$ cat src/rtl/axis_rr_channel_arbiter_if.sv
// Stream bundle for axis_rr_channel_arbiter.
// Carries the per-channel input streams and the merged output stream.
// Input side (per channel): s_tvalid, s_tready, s_tdata (flattened), s_tlast.
// Output side: m_tdata, m_tkeep, m_tdest, m_tlast, m_tvalid, m_tready.
// The master modport is the arbiter's view. The slave modport is the
// surrounding logic's view: the channel serialisers plus the egress sink.
interface axis_rr_channel_arbiter_if #(
  parameter int NUM_CHANNELS = 5,
  parameter int DATA_WIDTH   = 128,
  parameter int CHAN_BITS    = $clog2(NUM_CHANNELS)
);
  logic [NUM_CHANNELS-1:0]            s_tvalid;
  logic [NUM_CHANNELS-1:0]            s_tready;
  logic [NUM_CHANNELS*DATA_WIDTH-1:0] s_tdata;
  logic [NUM_CHANNELS-1:0]            s_tlast;
  logic [DATA_WIDTH-1:0]              m_tdata;
  logic [DATA_WIDTH/8-1:0]            m_tkeep;
  logic [CHAN_BITS-1:0]               m_tdest;
  logic                               m_tlast;
  logic                               m_tvalid;
  logic                               m_tready;

  modport master (
    input  s_tvalid, s_tdata, s_tlast, m_tready,
    output s_tready, m_tdata, m_tkeep, m_tdest, m_tlast, m_tvalid
  );

  modport slave (
    output s_tvalid, s_tdata, s_tlast, m_tready,
    input  s_tready, m_tdata, m_tkeep, m_tdest, m_tlast, m_tvalid
  );
endinterface

$ cat src/rtl/axis_rr_channel_arbiter.sv
// N-channel round-robin packet arbiter with a registered AXI4-Stream output.
// A grant is held for a whole packet, up to and including tlast. A packet
// that reaches MAX_BEATS beats without tlast is cut off: its last beat goes
// out with m_tlast forced high, and trunc_pulse is raised for one cycle.
// Ports:
//   clk, reset   rising-edge clock, synchronous active-high reset
//   ch_enable    runtime channel enable mask (only sampled while idle)
//   bus          stream bundle, master modport (s_* in, m_* out)
//   busy         high while a multi-beat packet holds the grant
//   grant_idx    current or last granted channel
//   trunc_pulse  one-cycle pulse on a forced packet truncation
module axis_rr_channel_arbiter #(
  parameter int NUM_CHANNELS = 5,
  parameter int DATA_WIDTH   = 128,
  parameter int CHAN_BITS    = $clog2(NUM_CHANNELS),
  parameter int MAX_BEATS    = 256
) (
  input  logic                    clk,
  input  logic                    reset,
  input  logic [NUM_CHANNELS-1:0] ch_enable,
  axis_rr_channel_arbiter_if.master bus,
  output logic                    busy,
  output logic [CHAN_BITS-1:0]    grant_idx,
  output logic                    trunc_pulse
);
  localparam int CNT_W = $clog2(MAX_BEATS + 1);
  localparam logic [CNT_W-1:0]     MAX_CNT  = CNT_W'(MAX_BEATS);
  localparam logic [CHAN_BITS-1:0] LAST_IDX = CHAN_BITS'(NUM_CHANNELS - 1);

  typedef enum logic {IDLE, LOCKED} state_t;

  state_t                  state_q, state_d;
  logic [CHAN_BITS-1:0]    grant_q, grant_d;
  logic [CNT_W-1:0]        cnt_q, cnt_d;
  logic                    m_tvalid_q, m_tvalid_d;
  logic [DATA_WIDTH-1:0]   m_tdata_q, m_tdata_d;
  logic                    m_tlast_q, m_tlast_d;
  logic [CHAN_BITS-1:0]    m_tdest_q, m_tdest_d;
  logic                    trunc_q, trunc_d;

  logic                    load_ok;
  logic [NUM_CHANNELS-1:0] cand;
  logic [CHAN_BITS-1:0]    idx;
  logic [CHAN_BITS-1:0]    sel;
  logic                    found;
  logic                    gnt_valid;
  logic [CHAN_BITS-1:0]    gnt;
  logic [DATA_WIDTH-1:0]   beat_data;
  logic                    beat_last;
  logic                    beat_valid;
  logic                    hs;
  logic                    trunc;
  logic [CNT_W-1:0]        cnt_inc;
  logic [NUM_CHANNELS-1:0] ready_vec;

  always_comb begin
    load_ok = !m_tvalid_q || bus.m_tready;
    cand    = bus.s_tvalid & ch_enable;

    // Rotating search starting just after the last grant. The wrap is an
    // explicit compare, so a non-power-of-two channel count never selects
    // an index past the last channel.
    idx   = grant_q;
    sel   = grant_q;
    found = 1'b0;
    for (int unsigned i = 0; i < NUM_CHANNELS; i++) begin
      idx = (idx == LAST_IDX) ? '0 : idx + 1'b1;
      if (!found && cand[idx]) begin
        sel   = idx;
        found = 1'b1;
      end
    end

    gnt_valid = (state_q == LOCKED) ? 1'b1 : found;
    gnt       = (state_q == LOCKED) ? grant_q : sel;

    beat_data  = '0;
    beat_last  = 1'b0;
    beat_valid = 1'b0;
    for (int unsigned k = 0; k < NUM_CHANNELS; k++) begin
      if (CHAN_BITS'(k) == gnt) begin
        beat_data  = bus.s_tdata[k*DATA_WIDTH +: DATA_WIDTH];
        beat_last  = bus.s_tlast[k];
        beat_valid = bus.s_tvalid[k];
      end
    end

    // Ready is held low while reset is asserted, so that a beat is never
    // consumed from a source in a cycle whose capture reset then discards.
    ready_vec = '0;
    if (gnt_valid && !reset) begin
      ready_vec[gnt] = load_ok;
    end

    hs      = gnt_valid && load_ok && beat_valid;
    cnt_inc = cnt_q + 1'b1;
    trunc   = hs && !beat_last && (cnt_inc == MAX_CNT);

    state_d    = state_q;
    grant_d    = grant_q;
    cnt_d      = cnt_q;
    m_tvalid_d = m_tvalid_q;
    m_tdata_d  = m_tdata_q;
    m_tlast_d  = m_tlast_q;
    m_tdest_d  = m_tdest_q;
    trunc_d    = 1'b0;

    if (hs) begin
      m_tvalid_d = 1'b1;
      m_tdata_d  = beat_data;
      m_tlast_d  = beat_last || trunc;
      m_tdest_d  = gnt;
      grant_d    = gnt;
      trunc_d    = trunc;
      if (beat_last || trunc) begin
        state_d = IDLE;
        cnt_d   = '0;
      end else begin
        state_d = LOCKED;
        cnt_d   = cnt_inc;
      end
    end else if (load_ok) begin
      m_tvalid_d = 1'b0;
    end
  end

  always_ff @(posedge clk) begin
    if (reset) begin
      state_q    <= IDLE;
      grant_q    <= LAST_IDX;
      cnt_q      <= '0;
      m_tvalid_q <= 1'b0;
      m_tdata_q  <= '0;
      m_tlast_q  <= 1'b0;
      m_tdest_q  <= '0;
      trunc_q    <= 1'b0;
    end else begin
      state_q    <= state_d;
      grant_q    <= grant_d;
      cnt_q      <= cnt_d;
      m_tvalid_q <= m_tvalid_d;
      m_tdata_q  <= m_tdata_d;
      m_tlast_q  <= m_tlast_d;
      m_tdest_q  <= m_tdest_d;
      trunc_q    <= trunc_d;
    end
  end

  assign bus.s_tready = ready_vec;
  assign bus.m_tvalid = m_tvalid_q;
  assign bus.m_tdata  = m_tdata_q;
  assign bus.m_tlast  = m_tlast_q;
  assign bus.m_tdest  = m_tdest_q;
  assign bus.m_tkeep  = '1;
  assign busy         = (state_q == LOCKED);
  assign grant_idx    = grant_q;
  assign trunc_pulse  = trunc_q;
endmodule

$ cat src/flat_wrapper.sv
// flat-port wrapper written by rule: the top's interface ports become plain ports
module axis_rr_channel_arbiter_flat 
#(
  parameter int NUM_CHANNELS = 5,
  parameter int DATA_WIDTH   = 128,
  parameter int CHAN_BITS    = $clog2(NUM_CHANNELS),
  parameter int MAX_BEATS    = 256
)
  (clk, reset, ch_enable, busy, grant_idx, trunc_pulse, bus_s_tvalid, bus_s_tdata, bus_s_tlast, bus_m_tready, bus_s_tready, bus_m_tdata, bus_m_tkeep, bus_m_tdest, bus_m_tlast, bus_m_tvalid);
  axis_rr_channel_arbiter_if #(.NUM_CHANNELS(NUM_CHANNELS), .DATA_WIDTH(DATA_WIDTH), .CHAN_BITS(CHAN_BITS)) bus_i ();
  input  logic clk;
  input  logic reset;
  input  logic [NUM_CHANNELS-1:0] ch_enable;
  output logic busy;
  output logic [CHAN_BITS-1:0] grant_idx;
  output logic trunc_pulse;
  input wire logic [$bits(bus_i.s_tvalid)-1:0] bus_s_tvalid;
  input wire logic [$bits(bus_i.s_tdata)-1:0] bus_s_tdata;
  input wire logic [$bits(bus_i.s_tlast)-1:0] bus_s_tlast;
  input wire logic [$bits(bus_i.m_tready)-1:0] bus_m_tready;
  output wire logic [$bits(bus_i.s_tready)-1:0] bus_s_tready;
  output wire logic [$bits(bus_i.m_tdata)-1:0] bus_m_tdata;
  output wire logic [$bits(bus_i.m_tkeep)-1:0] bus_m_tkeep;
  output wire logic [$bits(bus_i.m_tdest)-1:0] bus_m_tdest;
  output wire logic [$bits(bus_i.m_tlast)-1:0] bus_m_tlast;
  output wire logic [$bits(bus_i.m_tvalid)-1:0] bus_m_tvalid;
  assign bus_i.s_tvalid = bus_s_tvalid;
  assign bus_i.s_tdata = bus_s_tdata;
  assign bus_i.s_tlast = bus_s_tlast;
  assign bus_i.m_tready = bus_m_tready;
  assign bus_s_tready = bus_i.s_tready;
  assign bus_m_tdata = bus_i.m_tdata;
  assign bus_m_tkeep = bus_i.m_tkeep;
  assign bus_m_tdest = bus_i.m_tdest;
  assign bus_m_tlast = bus_i.m_tlast;
  assign bus_m_tvalid = bus_i.m_tvalid;
  axis_rr_channel_arbiter #(.NUM_CHANNELS(NUM_CHANNELS), .DATA_WIDTH(DATA_WIDTH), .CHAN_BITS(CHAN_BITS), .MAX_BEATS(MAX_BEATS)) u_core (.clk(clk), .reset(reset), .ch_enable(ch_enable), .bus(bus_i), .busy(busy), .grant_idx(grant_idx), .trunc_pulse(trunc_pulse));
endmodule
$ cat config.mk
export PLATFORM = sky130hd
export DESIGN_NAME = axis_rr_channel_arbiter_flat
export DESIGN_NICKNAME = d
export VERILOG_FILES = /design/src/rtl/axis_rr_channel_arbiter_if.sv /design/src/rtl/axis_rr_channel_arbiter.sv /design/src/flat_wrapper.sv
export SDC_FILE = /design/constraint.sdc
export NUM_CORES = 1
export LEC_CHECK = 0
export CAP_MARGIN = 15
export CELL_PAD_IN_SITES_DETAIL_PLACEMENT = 1
export CELL_PAD_IN_SITES_GLOBAL_PLACEMENT = 1
export CORE_AREA = 2 2 315 317
export DETAILED_ROUTE_END_ITERATION = 6
export DIE_AREA = 0 0 317 319
export GPL_ROUTABILITY_DRIVEN = 0
export HOLD_SLACK_MARGIN = 0.05
export PLACE_DENSITY_LB_ADDON = 0.1
export SLEW_MARGIN = 20
export SYNTH_ARGS = -nofsm -noshare
export SYNTH_HDL_FRONTEND = slang
export SYNTH_SLANG_ARGS = --single-unit
$ cat constraint.sdc
create_clock -name clk -period 8.6 [get_ports clk]
set_input_delay 2.58 -clock clk [delete_from_list [all_inputs] [get_ports clk]]
set_output_delay 2.58 -clock clk [all_outputs]
set_load 0.01 [all_outputs]
After elaboration in Yosys (flattened, before gate mapping)
Cells that the tools add are included.
{"block": "word_totals", "ff_bits": 147}
{"block": "op_classes", "n_addsub": 6, "magnitude_cmp": 7, "n_eq_ne": 10, "mux": 49, "bitwise_logic": 3, "reduce_logical": 22}
{"operator": "128-bit 2-to-1 mux", "n": 5}
{"operator": "3-bit 2-to-1 mux", "n": 11}
{"operator": "1-bit 2-to-1 mux", "n": 25}
{"operator": "3-bit by 4-bit < comparator with 1-bit output (second input constant)", "n": 6}
{"operator": "3-bit by 1-bit adder with 3-bit output (second input constant)", "n": 5}
{"operator": "1-bit binary-select mux with 3-bit select", "n": 5}
{"operator": "3-bit equality test (second input constant)", "n": 5}
{"operator": "5-bit AND", "n": 2}
{"operator": "1-bit logical AND", "n": 10}
{"operator": "9-bit by 1-bit adder with 9-bit output (second input constant)", "n": 1}
{"operator": "9-bit equality test (second input constant)", "n": 1}
{"operator": "9-bit 2-to-1 mux", "n": 1}
{"operator": "1-bit logical NOT", "n": 7}
{"operator": "2-bit by 3-bit equality test with 1-bit output (first input constant)", "n": 2}
{"operator": "5-bit 2-to-1 mux", "n": 1}
{"operator": "1-bit demux with 3-bit select", "n": 1}
{"operator": "1-bit by 3-bit equality test with 1-bit output (first input constant)", "n": 1}
{"operator": "3-bit equality test (first input constant)", "n": 1}
{"operator": "3-bit by 1-bit >= comparator with 1-bit output (second input constant)", "n": 1}
{"operator": "3-bit logical NOT", "n": 1}
{"operator": "1-bit logical OR", "n": 2}
{"operator": "2-bit nonzero test", "n": 1}
{"operator": "2-bit OR reduction", "n": 1}
{"operator": "1-bit inverter", "n": 1}

Logic depth before layout (Yosys ltp)
{"block": "depth", "depth_word": 29, "ltp_mapped": 25, "mapped_depth_nobuf": 21}

Worst setup path before layout
Ideal clock, no wire load.
{"block": "synth_timing", "kind": "input-to-output", "startpoint": "input port bus_s_tvalid[1]", "endpoint": "output port bus_s_tready[4]", "t_arrival_ps": 5494, "required_ps": 6020, "slack_ps": 526, "stages": 12, "cell_sequence": "nand2_1 -> mux4_2 -> nand2b_1 -> buf_1 -> and4_1 -> a311o_1 -> a21o_1 -> o221a_2 -> a211oi_2 -> clkbuf_1 -> buf_2 -> nor2b_1"}
{"block": "synth_between", "elab_chain_cells": 23, "elab_cells_between_ends": 39, "cone_classes": "2 x order compare; 25 x mux; 2 x bitwise; 10 x reduce/logical"}
{"element": "from (decl)", "line_no": "flat_wrapper.sv:17", "rtl": "input wire logic [$bits(bus_i.s_tvalid)-1:0] bus_s_tvalid;"}
{"element": "5-bit AND *", "line_no": "axis_rr_channel_arbiter.sv:58", "rtl": "cand = bus.s_tvalid & ch_enable;"}
{"element": "1-bit binary-select mux with 3-bit select", "line_no": "axis_rr_channel_arbiter.sv:68", "rtl": "if (!found && cand[idx]) begin"}
{"element": "1-bit 2-to-1 mux (not written as such)", "line_no": "axis_rr_channel_arbiter.sv:68"}
{"element": "1-bit 2-to-1 mux", "line_no": "axis_rr_channel_arbiter.sv:68"}
{"element": "1-bit logical NOT", "line_no": "axis_rr_channel_arbiter.sv:68"}
{"element": "1-bit logical AND", "line_no": "axis_rr_channel_arbiter.sv:68"}
{"element": "1-bit 2-to-1 mux", "line_no": "axis_rr_channel_arbiter.sv:68"}
{"element": "1-bit logical NOT", "line_no": "axis_rr_channel_arbiter.sv:68"}
{"element": "(+7 left out)"}
{"element": "3-bit 2-to-1 mux", "line_no": "axis_rr_channel_arbiter.sv:68"}
{"element": "3-bit 2-to-1 mux", "line_no": "axis_rr_channel_arbiter.sv:75", "rtl": "gnt = (state_q == LOCKED) ? grant_q : sel;"}
{"element": "3-bit by 4-bit < comparator with 1-bit output (not written as such) / 3-bit by 1-bit >= comparator with 1-bit output (equally long branches)", "line_no": "axis_rr_channel_arbiter.sv:92", "rtl": "ready_vec[gnt] = load_ok;"}
{"element": "1-bit logical AND (not written as such)", "line_no": "axis_rr_channel_arbiter.sv:92"}
{"element": "1-bit 2-to-1 mux (not written as such)", "line_no": "axis_rr_channel_arbiter.sv:92"}
{"element": "1-bit demux with 3-bit select"}
{"element": "5-bit AND (no source line)"}
{"element": "5-bit 2-to-1 mux *", "line_no": "axis_rr_channel_arbiter.sv:91", "rtl": "if (gnt_valid && !reset) begin"}
{"element": "to (decl)", "line_no": "flat_wrapper.sv:21", "rtl": "output wire logic [$bits(bus_i.s_tready)-1:0] bus_s_tready;"}
Every way passes the cells marked *; elsewhere a longest branch is shown, timed or not. The select of a mux whose other input is x is not followed.

Final worst setup path
{"block": "layout_timing", "startpoint": "input port bus_s_tvalid[3]", "endpoint": "output port bus_s_tready[1]"}
Same word-level chain as after synthesis.

==> impl_metrics.tcl <==
set metrics [dict create \
    p_sw_uw 6080 \
    slew_headroom_pct 31.7 \
    finalHoldViolCount 0 \
    powerDensity_mw_per_mm2 507 \
    synthCells 1434 \
    ys_seq_area_share_pct 25.3 \
    fp.dieArea_sq_mm 0.101 \
    overflow 0 \
    area_growth_pct 87.1 \
    via_count 14000 \
    dieHeight_um 319 \
    holdWs_ns 0.498 \
    drt_first_pass_iters 4 \
    cts_buffers 17 \
    max_freq_mhz 118 \
    final.min_clock_period_ns 8.44 \
    cp_slowest_cell "clkdlybuf4s50_1" \
    ys_dominant_reg_cell "dfxtp_1" \
    cpMostUsedCell "clkdlybuf4s50_1" \
    p_clk_share_pct 7.8 \
    post-route-drc-count 0 \
    cts-htree-levels 4 \
    synth_edf_count 0 \
    ys_warn_count 0 \
    pin_count 817 \
    pre_cts_slack_ns -0.0302 \
    grt_pass1_vias 15500 \
    synthTopCellsByArea "dfxtp_1, mux2_2, mux2i_1" \
    synth-seq-cells 145 \
    end_kind "output pin" \
    synth_area_sq_mm 0.0115 \
    port_buffers 800 \
    grt_max_degree 93 \
    cts_buffer_depth 2 \
    total_leakage_power_uw 0.00752 \
    cts_tree "built" \
    ir_worst_vdd_mv 0.446 \
    fin_nets 2815 \
    timing.critical_path.slowest_cell_delay_ns 0.55 \
    grt_usage_pct 15.0 \
    wl_mm 77.9 \
    outcome "completed" \
    dp_cells 3413 \
    worstPathMaxFanout 6 \
    setup_tns_ns 0 \
    wl_per_cell_um 22.5 \
    synth_cell_types 76 \
    async_flop_share_pct 0 \
    ant_nets 0 \
    drive_above_1_share_pct 11.3 \
    stdcell_count 3457 \
    drtIter0Drc 488 \
    cts_hold_buf 0 \
    tightest_slew_ns 1.03 \
    via_per_inst 4.04 \
    period_share_pct 98.2 \
    avgSynthCellArea_sq_um 7.99 \
    rsz0062_at_grt "false" \
    root_buffer "clkbuf_16" \
    yosysTopAreaCell "dfxtp_1" \
    path_buf_inv 3 \
    finalSetupViolations 0 \
    rows 115 \
    combinationalPowerShare_pct 82.7 \
    worstSetupStartpointType "input port" \
    cp.required_ns 6.02 \
    final_util_pct 21.9 \
    finClkSkew_ns 0.0159 \
    synth_common_cells "a21oi_1, nand2_1, dfxtp_1" \
    criticalPathCategory "in2out" \
    yosysMostFrequentCell "a21oi_1" \
    grt_pass1_wl_mm 110 \
    critPathTopFamily "buffers and inverters" \
    cts_sinks 145 \
    max_cap_violations 0 \
    final-max-slew-violation-count 0 \
    coreArea_sq_mm 0.0977 \
    fin_ws_ns 0.157 \
    crit_chain "clkdlybuf4s50_1, nand2_2, mux4_2, nand2b_2, nand3_1, o22ai_1, o21bai_1, and3_1, a211o_1, and2_4, buf_4, nor2_1, clkdlybuf4s50_1" \
    switching_share_pct 56.0 \
    arrival_ns 5.86 \
    antenna_found_initial 16 \
    dpl.hpwl_mm 60.8 \
    cts.clk_slew.worst_paths_ns 0.06 \
    start_util_pct 11.7 \
    hp-class "reg2reg" \
    clk-insertion-delay-late_ns 0.49 \
    seqPwrFrac_pct 9.5 \
    p_int_uw 4780 \
    die_w_um 317 \
    netlist.area_leader.share_pct 25.3 \
]
stage by stage:
stage	instance area [sq um]	power [uW]
6_report	21400	10900
5_1_grt	21400	12000
4_1_cts	21300	11200
3_5_place_dp	20700	10300
3_3_place_gp	20700	10200
2_1_floorplan	11500	7020
flip-flops by register name, summed over array words and instances (netlist names):
signal	cells
u_core.bus.m_tlast	1
u_core.bus.m_tdest	3
u_core.grant_idx	1
u_core.bus.m_tdata	128
u_core.busy	1
u_core.trunc_pulse	1
u_core.cnt_q	9
u_core.bus.m_tvalid	1
metal layers:
| metal | track usage [%] | part of all wire (%) | vias up |
|---|---|---|---|
| li1 | - | - | 6754 |
| met1 | 16.3 | 38 | 6801 |
| met2 | 28.7 | 55 | 355 |
| met3 | 3.22 | 4.7 | 53 |
| met4 | 4.05 | 1.7 | 10 |
| met5 | 0 | 0.086 | - |
cells in the final DEF, fill, tap and decap left out, types with 7 or more instances in the layout:
| cell type | synthesis | routed |
|---|---|---|
| inv_1 | 9 | 8 |
| and3_1 | 10 | 10 |
| dfxtp_1 | 145 | 145 |
| nand2_1 | 149 | 148 |
| o21ai_0 | 140 | 140 |
| buf_4 | 20 | 32 |
| mux2_2 | 133 | 133 |
| a21oi_2 | 8 | 7 |
| ha_1 | 10 | 8 |
| conb_1 | 1 | 16 |
| clkdlybuf4s50_1 | 0 | 797 |
| diode_2 | 0 | 10 |
| o211ai_1 | 129 | 129 |
| nand3_1 | 13 | 13 |
| clkbuf_16 | 0 | 17 |
| a21oi_1 | 254 | 253 |
| mux2i_1 | 135 | 134 |
| nor2_1 | 24 | 23 |
path summary, 6_finish.rpt:
path,start,endpoint,slack [ns],cells past startpoint
worst max-delay path,bus_s_tvalid[3],bus_s_tready[1],0.16,13
worst min-delay path,u_core.bus.m_tdest[2],u_core.bus.m_tdest[2],0.50,2
worst max register to register,u_core.bus.m_tdest[0],u_core.bus.m_tdata[70],1.29,26
worst min register to register,u_core.bus.m_tdest[2],u_core.bus.m_tdest[2],0.50,2
power groups by stage:
| stage | registers (uW) | logic (uW) | clock network [uW] |
|---|---|---|---|
| 2_1_floorplan | 1120 | 5900 | 0 |
| 3_3_place_gp | 1050 | 9120 | 0 |
| 3_5_place_dp | 1050 | 9230 | 0 |
| 4_1_cts | 1040 | 9280 | 902 |
| 5_1_grt | 1060 | 10000 | 918 |
| 6_report | 1040 | 8980 | 846 |
tightest hold or removal path, stage by stage, from the launching register on:
cell and delay [ns]:
dfxtp_1 0.31, nor2_1 0.10, nor3_1 0.05
cell type report:
class,count,area [sq um]
clock buffers,19,433
fillers,11400,76300
flip-flops and latches,145,2900
clock inverters,13,175
multi-input cells,1136,7910
diodes,10,25.0
repair buffers,836,8340
inverters,11,43.8
well taps,1287,1610
cells by family after synthesis:
group                      count (synthesis)  share of synthesized area (%)
and+or+nand+nor                          243                           9.70
AOI/OAI and AO/OA                        595                           31.3
other                                      1                         0.0327
adders and majority gates                 10                           1.09
xor gates and xnor gates                   1                         0.0765
buffers and inverters                    168                           7.02
muxes                                    271                           25.5
DFF                                      145                           25.3
repair_timing:
item,4_1_cts,5_1_grt
pin swaps,0,1
hold endpoints to repair,0,0
gates resized for setup,8,10
setup endpoints to repair,5,5
setup buffers,0,1
No activity file was read; power rests on OpenSTA's default activity.
